## src/rtl/firebird7_in_gate1_tessent_tdr_data_ctrl.sv

```systemverilog
// IJTAG TDR driving the gate1 data-mux stage: select, lock and override data, with capture readback.
// Latency: update register outputs change on the rising edge sampling ue; scan out is retimed on the falling edge.
// Backpressure: none; shift/capture/update act only while ijtag_sel is high, and the lock bit freezes updates until reset.
//
// Ports:
//   ijtag_tck / ijtag_reset        : TCK and asynchronous active-low reset
//   ijtag_sel/ce/se/ue, ijtag_si   : IJTAG access controls and scan in
//   ijtag_so                       : scan out (falling-edge retimed)
//   functional_data_in             : functional data, observed on capture when
//                                    FIREBIRD7_IN_GATE1_TDR_CAPTURE_OBS_EN is defined
//   ijtag_select, ijtag_data_out   : mux select and override data
//   lock_status                    : update register is locked
//
// Register bit map (shift and update register alike):
//   bit 0 = select, bit 1 = lock, bits [L-1:2] = data, with L = WIDTH + 2.
// Build option FIREBIRD7_IN_GATE1_TDR_CAPTURE_OBS_EN: capture loads functional_data_in
// into the data field instead of reading back the programmed override.
module firebird7_in_gate1_tessent_tdr_data_ctrl #(
    parameter int WIDTH = 3
) (
    input  logic             ijtag_tck,
    input  logic             ijtag_reset,
    input  logic             ijtag_sel,
    input  logic             ijtag_ce,
    input  logic             ijtag_se,
    input  logic             ijtag_ue,
    input  logic             ijtag_si,
    output logic             ijtag_so,
    input  logic [WIDTH-1:0] functional_data_in,
    output logic             ijtag_select,
    output logic [WIDTH-1:0] ijtag_data_out,
    output logic             lock_status
);

    localparam int L = WIDTH + 2;

    logic [L-1:0]     sr_q, sr_d;
    logic [L-1:0]     ur_q, ur_d;
    logic             so_q, so_d;
    logic [WIDTH-1:0] cap_data;

`ifdef FIREBIRD7_IN_GATE1_TDR_CAPTURE_OBS_EN
    assign cap_data = functional_data_in;
`else
    // Readback of the programmed override; the functional input stays on the
    // port list so both builds share one footprint.
    logic unused_functional_data;
    assign unused_functional_data = ^functional_data_in;
    assign cap_data = ur_q[L-1:2];
`endif

    always_comb begin
        sr_d = sr_q;
        ur_d = ur_q;
        if (ijtag_sel) begin
            // Capture beats shift if both are ever asserted together.
            if (ijtag_ce) begin
                sr_d = {cap_data, ur_q[1], ur_q[0]};
            end else if (ijtag_se) begin
                sr_d = {ijtag_si, sr_q[L-1:1]};
            end
            // Update takes the pre-edge shift contents; once the lock bit is
            // committed, nothing but reset can change the update register.
            if (ijtag_ue && !ur_q[1]) begin
                ur_d = sr_q;
            end
        end
    end

    assign so_d = sr_q[0];

    always_ff @(posedge ijtag_tck or negedge ijtag_reset) begin
        if (!ijtag_reset) begin
            sr_q <= '0;
            ur_q <= '0;
        end else begin
            sr_q <= sr_d;
            ur_q <= ur_d;
        end
    end

    // Falling-edge retime gives the downstream TDR a half cycle of hold margin.
    always_ff @(negedge ijtag_tck or negedge ijtag_reset) begin
        if (!ijtag_reset) begin
            so_q <= 1'b0;
        end else begin
            so_q <= so_d;
        end
    end

    assign ijtag_so       = so_q;
    assign ijtag_select   = ur_q[0];
    assign lock_status    = ur_q[1];
    assign ijtag_data_out = ur_q[L-1:2];

endmodule

```

## config.mk

```make
export PLATFORM = sky130hd
export DESIGN_NAME = firebird7_in_gate1_tessent_tdr_data_ctrl
export DESIGN_NICKNAME = d
export VERILOG_FILES = /design/src/rtl/firebird7_in_gate1_tessent_tdr_data_ctrl.sv
export SDC_FILE = /design/constraint.sdc
export NUM_CORES = 1
export LEC_CHECK = 0
export CAP_MARGIN = 30
export CORE_UTILIZATION = 38
export DETAILED_ROUTE_END_ITERATION = 10
export PLACE_DENSITY = 0.71
export SLEW_MARGIN = 15
export SYNTH_ARGS = -nofsm -noshare
export SYNTH_HDL_FRONTEND = slang
export SYNTH_SLANG_ARGS = --single-unit
```

## constraint.sdc

```tcl
create_clock -name ijtag_tck -period 1.1 [get_ports ijtag_tck]
set_clock_uncertainty 0.05 [all_clocks]
set_input_delay 0.275 -clock ijtag_tck [delete_from_list [all_inputs] [get_ports ijtag_tck]]
set_output_delay 0.275 -clock ijtag_tck [all_outputs]
set_load 0.02 [all_outputs]
```

==> flow_summary.json, run 1 <==
{
  "die_y_um": 38.7,
  "wl_per_cell_um": 12.5,
  "slew_headroom": 0.853,
  "syn_avg_cell_area_um2": 12.8,
  "syn_to_final_growth_pct": 49.3,
  "core_area_mm2": 0.00119,
  "cts-buffers-inserted": 3,
  "cp_data_required_time_ps": 770,
  "ir_worst_vdd_uv": 911,
  "status": "finished with violations",
  "cp_top_family": "flip-flops",
  "dp_hpwl_um": 675,
  "hold_path_class": "in2async",
  "yosysSeqAreaShare": 0.537,
  "finalPower_w": 0.00170,
  "synthAdderAreaFrac": 0,
  "final_hold_viol_count": 0,
  "post_drt_via_cell_ratio": 5.20,
  "diodes": 0,
  "drv_cap": 0,
  "crit_buf_inv": 1,
  "die_w_um": 38.7,
  "htree_num_levels": 1,
  "grt_first_pass_wirelength_um": 1800,
  "place_inst": 74,
  "worstSetupPathType": "reg2out",
  "instances_no_fill": 81,
  "synth_compound_area_frac": 0.117,
  "setup_ws_ps": -566,
  "crit_path_cell_trace": "buf_6",
  "synth-xor-area-share": 0,
  "power_density_mw_per_mm2": 2220,
  "synthMuxAreaShare": 0.117,
  "die_area_mm2": 0.00150,
  "cts-root-buf": "clkbuf_4",
  "drtPass1Iterations": 4,
  "clockBufferDepth": 2,
  "synth_cells": 40,
  "place_area_um2": 704,
  "antenna_left": 0,
  "yosysWarnings": 0,
  "grt_max_degree": 11,
  "final_area_um2": 766,
  "grt_overflow_total": 0,
  "fin_nets": 78,
  "place.port_buffers": 12,
  "start_util": 0.432,
  "cp_slowest_cell": "dfrtn_1",
  "cp_max_fo": 1,
  "boundaryPins": 16,
  "final-setup-viol-count": 11,
  "tightest_slew_ps": 220,
  "cts_hold_buf": 0,
  "clock_latency_ps": 270,
  "max_stage_delay_ps": 400,
  "drt-initial-drc-count": 4,
  "grt_setup_unrepaired": "yes",
  "antenna_found_initial": 0,
  "synth_cell_types": 14,
  "clk_pin_slew_ps": 80,
  "final_max_slew_viol_count": 0,
  "layout-drive-gt1-share": 0.522,
  "syn_area_um2": 513,
  "grt_pass1_vias": 425,
  "syn_nets": 50,
  "synth-seq-cells": 11,
  "vias": 421,
  "place.gp.congestion": 0.795,
  "rows": 12,
  "cts_tree": "done",
  "violations": "setup timing",
  "finalWirelength_um": 1010,
  "grtUsageTotal": 0.185,
  "cts.sinks": 11,
  "crit_path_end_kind": "output pin",
  "utilization": 0.646,
  "p_leak_nw": 0.357,
  "drc": 0,
  "synth_top_family_by_area": "simple AND/OR/NAND/NOR gates",
  "critPathLaunchType": "flip-flop",
  "preCtsSetupSlack_ps": -736,
  "crit_arrival_ps": 1340,
  "synth_simple_gate_area_share": 0.185
}
-- Yosys cell counts --
master	n	area, µm²
o22ai_1	4	25.0
nor2_1	3	11.3
dfrtp_1	10	250
mux2_4	4	60.1
a31o_2	1	8.76
and4bb_2	1	12.5
a21oi_2	1	8.76
o32ai_1	2	17.5
dfrtn_1	1	25.0
nor3_1	7	35.0
nand2_1	2	7.51
buf_6	2	22.5
or2_4	1	8.76
nand3b_4	1	20.0
-- metrics by stage --
| stage | hold WS, ps | setup TNS [ps] |
|---|---|---|
| 4_1_cts | 310 | -1230 |
| 2_1_floorplan | -70.6 | -360 |
| 3_5_place_dp | 506 | -5730 |
| 3_3_place_gp | 503 | -5700 |
| 6_report | 291 | -1240 |
| 5_1_grt | 325 | -1510 |
-- flip-flops by register name, indices dropped and copies added (netlist names) --
register and flops:
ijtag_so 1, sr_q 5, ur_q 5
-- cells in the final DEF (no fill, tap or decap), types with 2 or more instances in the layout --
cell             instances
buf_4                   12
buf_6                    7
clkbuf_4                 3
clkdlybuf4s50_1          3
dfrtp_1                  9
dlygate4sd2_1            2
mux2_4                   4
nand2_1                  2
nor2_1                   3
nor3_1                   7
o22ai_1                  4
-- logic make-up after synthesis --
logic type	count (synthesis)
multiplexers	4
AND/OR/NAND/NOR	15
flip-flops	11
AO/OA/AOI/OAI	8
buffers and inverters	2
-- layout make-up --
cell class / count / area (µm²)
multi-input combinational: 27 / 223
fill: 96 / 420
tap: 14 / 17.5
clock buffer: 3 / 22.5
clock inverter: 1 / 5.00
sequential: 11 / 277
timing repair buffer: 25 / 221
-- layer usage --
layer | global-route usage | up-vias | wire length, µm
met5 | 0 | - | 0
met4 | 0.129 | 0 | 25
met3 | 0.0173 | 5 | 43
met2 | 0.296 | 13 | 456
met1 | 0.233 | 198 | 483
li1 | - | 205 | -
-- where the power goes --
group          switching, W  total (W)  internal, W
Combinational      0.000286   0.000763     0.000477
Sequential         0.000110   0.000660     0.000550
Clock              0.000142   0.000277     0.000135
-- what timing repair did --
item,4_1_cts,5_1_grt
hold endpoints to repair,0,0
gates resized for setup,41,2
buffers inserted,2,1
pin swaps,0,0
setup endpoints to repair,17,12
-- path summary, 6_finish.rpt --
kind                                     start                  end  slack (ps)  depth (start not counted)
max                         ijtag_so$_DFF_NN0_             ijtag_so        -570                          1
min in group ijtag_tck               ijtag_sel  sr_q[2]$_DFFE_PN0P_         380                          3
min reg2reg                sr_q[2]$_DFFE_PN0P_  ur_q[2]$_DFFE_PN0P_         520                          1
min                                ijtag_reset  ur_q[0]$_DFFE_PN0P_         290                          2
max reg2reg                ur_q[1]$_DFFE_PN0P_  ur_q[2]$_DFFE_PN0P_        -130                          3
max in group asynchronous          ijtag_reset   ijtag_so$_DFF_NN0_         310                          1
No activity file was read; power rests on OpenSTA's default activity.
==> run 2: changes to the inputs <==
--- a/config.mk
+++ b/config.mk
@@ -8,8 +8,8 @@
 export CAP_MARGIN = 30
 export CORE_UTILIZATION = 38
 export DETAILED_ROUTE_END_ITERATION = 10
+export HOLD_SLACK_MARGIN = 0.06
 export PLACE_DENSITY = 0.71
-export SLEW_MARGIN = 15
 export SYNTH_ARGS = -nofsm -noshare
 export SYNTH_HDL_FRONTEND = slang
 export SYNTH_SLANG_ARGS = --single-unit
==> results of run 2 <==
No change in the layout: final DEF, timing and power equal those of run 1.
==> run 3: changes to the inputs <==
--- a/config.mk
+++ b/config.mk
@@ -6,6 +6,7 @@
 export NUM_CORES = 1
 export LEC_CHECK = 0
 export CAP_MARGIN = 30
+export CORE_MARGIN = 4
 export CORE_UTILIZATION = 38
 export DETAILED_ROUTE_END_ITERATION = 10
 export HOLD_SLACK_MARGIN = 0.06
==> run 3 against run 2 <==
- the flow still finishes with violations (setup timing)
- utilization increased by 1.2 points
- sequential share of layout area decreased by 0.64 points
- critical path depth unchanged
- total power decreased by 0.87%
- via count increased by 0.95%
- worst setup slack got worse by 3.8 ps
- clock power about the same
- die area increased by 33%
- non-clock buffer count increased by 1
- critical path type unchanged
- clock-buffer cell count increased by 1
- largest power group unchanged
==> flow_summary.json, run 3 (synthesized netlist as in run 1, its figures left out) <==
{
  "status": "finished with violations",
  "violations": "setup timing",
  "drc": 0,
  "whs_ps": 292,
  "drtPass1Iterations": 4,
  "cp_max_fo": 1,
  "drt-initial-drc-count": 6,
  "wl_per_cell_um": 13.4,
  "dp_hpwl_um": 785,
  "grt_setup_unrepaired": "yes",
  "syn_to_final_growth_pct": 52.0,
  "grt_pass1_vias": 405,
  "seqPwrFrac": 0.396,
  "antenna_left": 0,
  "die_y_um": 44.7,
  "start_util": 0.432,
  "finalPower_w": 0.00168,
  "worstSetupPathType": "reg2out",
  "cts_tree": "done",
  "final_max_slew_viol_count": 0,
  "p_sw_frac": 0.316,
  "clk_pin_slew_ps": 70,
  "grt_first_pass_wirelength_um": 1900,
  "core_area_mm2": 0.00119,
  "power_frac_comb": 0.440,
  "p_leak_nw": 0.360,
  "final_cell_mix": "buf_4 (13), dfrtp_1 (9), nor3_1 (7), buf_6 (7)",
  "layout-drive-gt1-share": 0.515,
  "power_frac_clock": 0.164,
  "power.internal_w": 0.00115,
  "cts-buffers-inserted": 3,
  "place.gp.congestion": 0.809,
  "place.port_buffers": 12,
  "cp_top_family": "flip-flops",
  "finalWirelength_um": 1100,
  "die_area_mm2": 0.00200,
  "critPathLaunchType": "flip-flop",
  "hold_path_class": "in2async",
  "boundaryPins": 16,
  "cp_data_required_time_ps": 770,
  "crit_path_end_kind": "output pin",
  "grt_max_degree": 11,
  "drv_cap": 0,
  "grtUsageTotal": 0.143,
  "power_density_mw_per_mm2": 2160,
  "cts-root-buf": "clkbuf_4",
  "ir_worst_vdd_uv": 1010,
  "antenna_found_initial": 0,
  "p_switching_w": 0.000532,
  "diodes": 0,
  "timing.rr.start": "ur_q[1]$_DFFE_PN0P_",
  "cts.sinks": 11,
  "crit_buf_inv": 1,
  "crit_path_cell_trace": "buf_6",
  "grt_overflow_total": 0,
  "post_drt_via_cell_ratio": 5.18,
  "clockBufferDepth": 2,
  "final_common_cell": "buf_4",
  "crit_arrival_ps": 1340,
  "rows": 12,
  "timing.setup.tns_ps": -1170,
  "utilization": 0.657,
  "max_stage_delay_ps": 400,
  "tightest_slew_ps": 301,
  "fin_nets": 79,
  "cp_slowest_cell": "dfrtn_1",
  "clock_latency_ps": 270,
  "nFillCells": 99,
  "setup_ws_ps": -569,
  "critPathLaunch": "ijtag_so$_DFF_NN0_",
  "vias": 425,
  "die_w_um": 44.7,
  "slew_headroom": 0.800,
  "final-setup-viol-count": 11,
  "final_hold_viol_count": 0,
  "htree_num_levels": 1
}
## run 3: cell count changes in the layout (fill, tap and decap cells not counted), sizes merged
cell,before,now
clkinv,1,0
clkdlybuf4s15,0,1
buf,19,20
## run 3: layout make-up
type | count | area, µm² | share of cell area
Tap cell | 14 | 17.5 | 0.0225
Sequential cell | 11 | 277 | 0.355
Multi-Input combinational cell | 27 | 225 | 0.289
Clock buffer | 4 | 26.3 | 0.0337
Timing Repair Buffer | 26 | 234 | 0.300
## run 3: what timing repair did
action                                  in CTS  in global routing
endpoints found under the setup margin      17                 12
buffers inserted                             2                  0
gates resized for setup                     42                  1
hold buffers                                 0                  0
## run 3: stage by stage
| stage | setup slack [ps] | area (µm²) | cells |
|---|---|---|---|
| floorplan | -248 | 514 | 40 |
| global route | -590 | 779 | 82 |
| CTS | -581 | 778 | 82 |
| global placement | -728 | 719 | 76 |
| finish | -569 | 779 | 82 |
| detailed placement | -743 | 719 | 76 |
## run 3: path summary, 6_finish.rpt
path	end	slack, ps	cells after the start
hold / removal	sr_q[0]$_DFFE_PN0P_	290	2
setup / recovery	ijtag_so	-570	1
max in group asynchronous	ijtag_so$_DFF_NN0_	310	1
hold reg to reg	ur_q[1]$_DFFE_PN0P_	520	1
min in group ijtag_tck	sr_q[1]$_DFFE_PN0P_	490	3
setup reg to reg	ur_q[2]$_DFFE_PN0P_	-120	3
## run 3: power by group through the flow
stage / sequential (W) / combinational, W / clock (W)
floorplan: 0.000766 / 0.000200 / 0
global placement: 0.000641 / 0.000696 / 0
detailed placement: 0.000650 / 0.000700 / 0
CTS: 0.000668 / 0.000750 / 0.000287
global route: 0.000685 / 0.000797 / 0.000300
finish: 0.000666 / 0.000742 / 0.000276
## run 3: layer usage
layer / track usage / share of wire / vias up
met5: 0 / 0 / -
met1: 0.163 / 0.44 / 199
met4: 0.127 / 0.036 / 0
met2: 0.218 / 0.46 / 15
met3: 0.0398 / 0.065 / 5
li1: - / - / 206
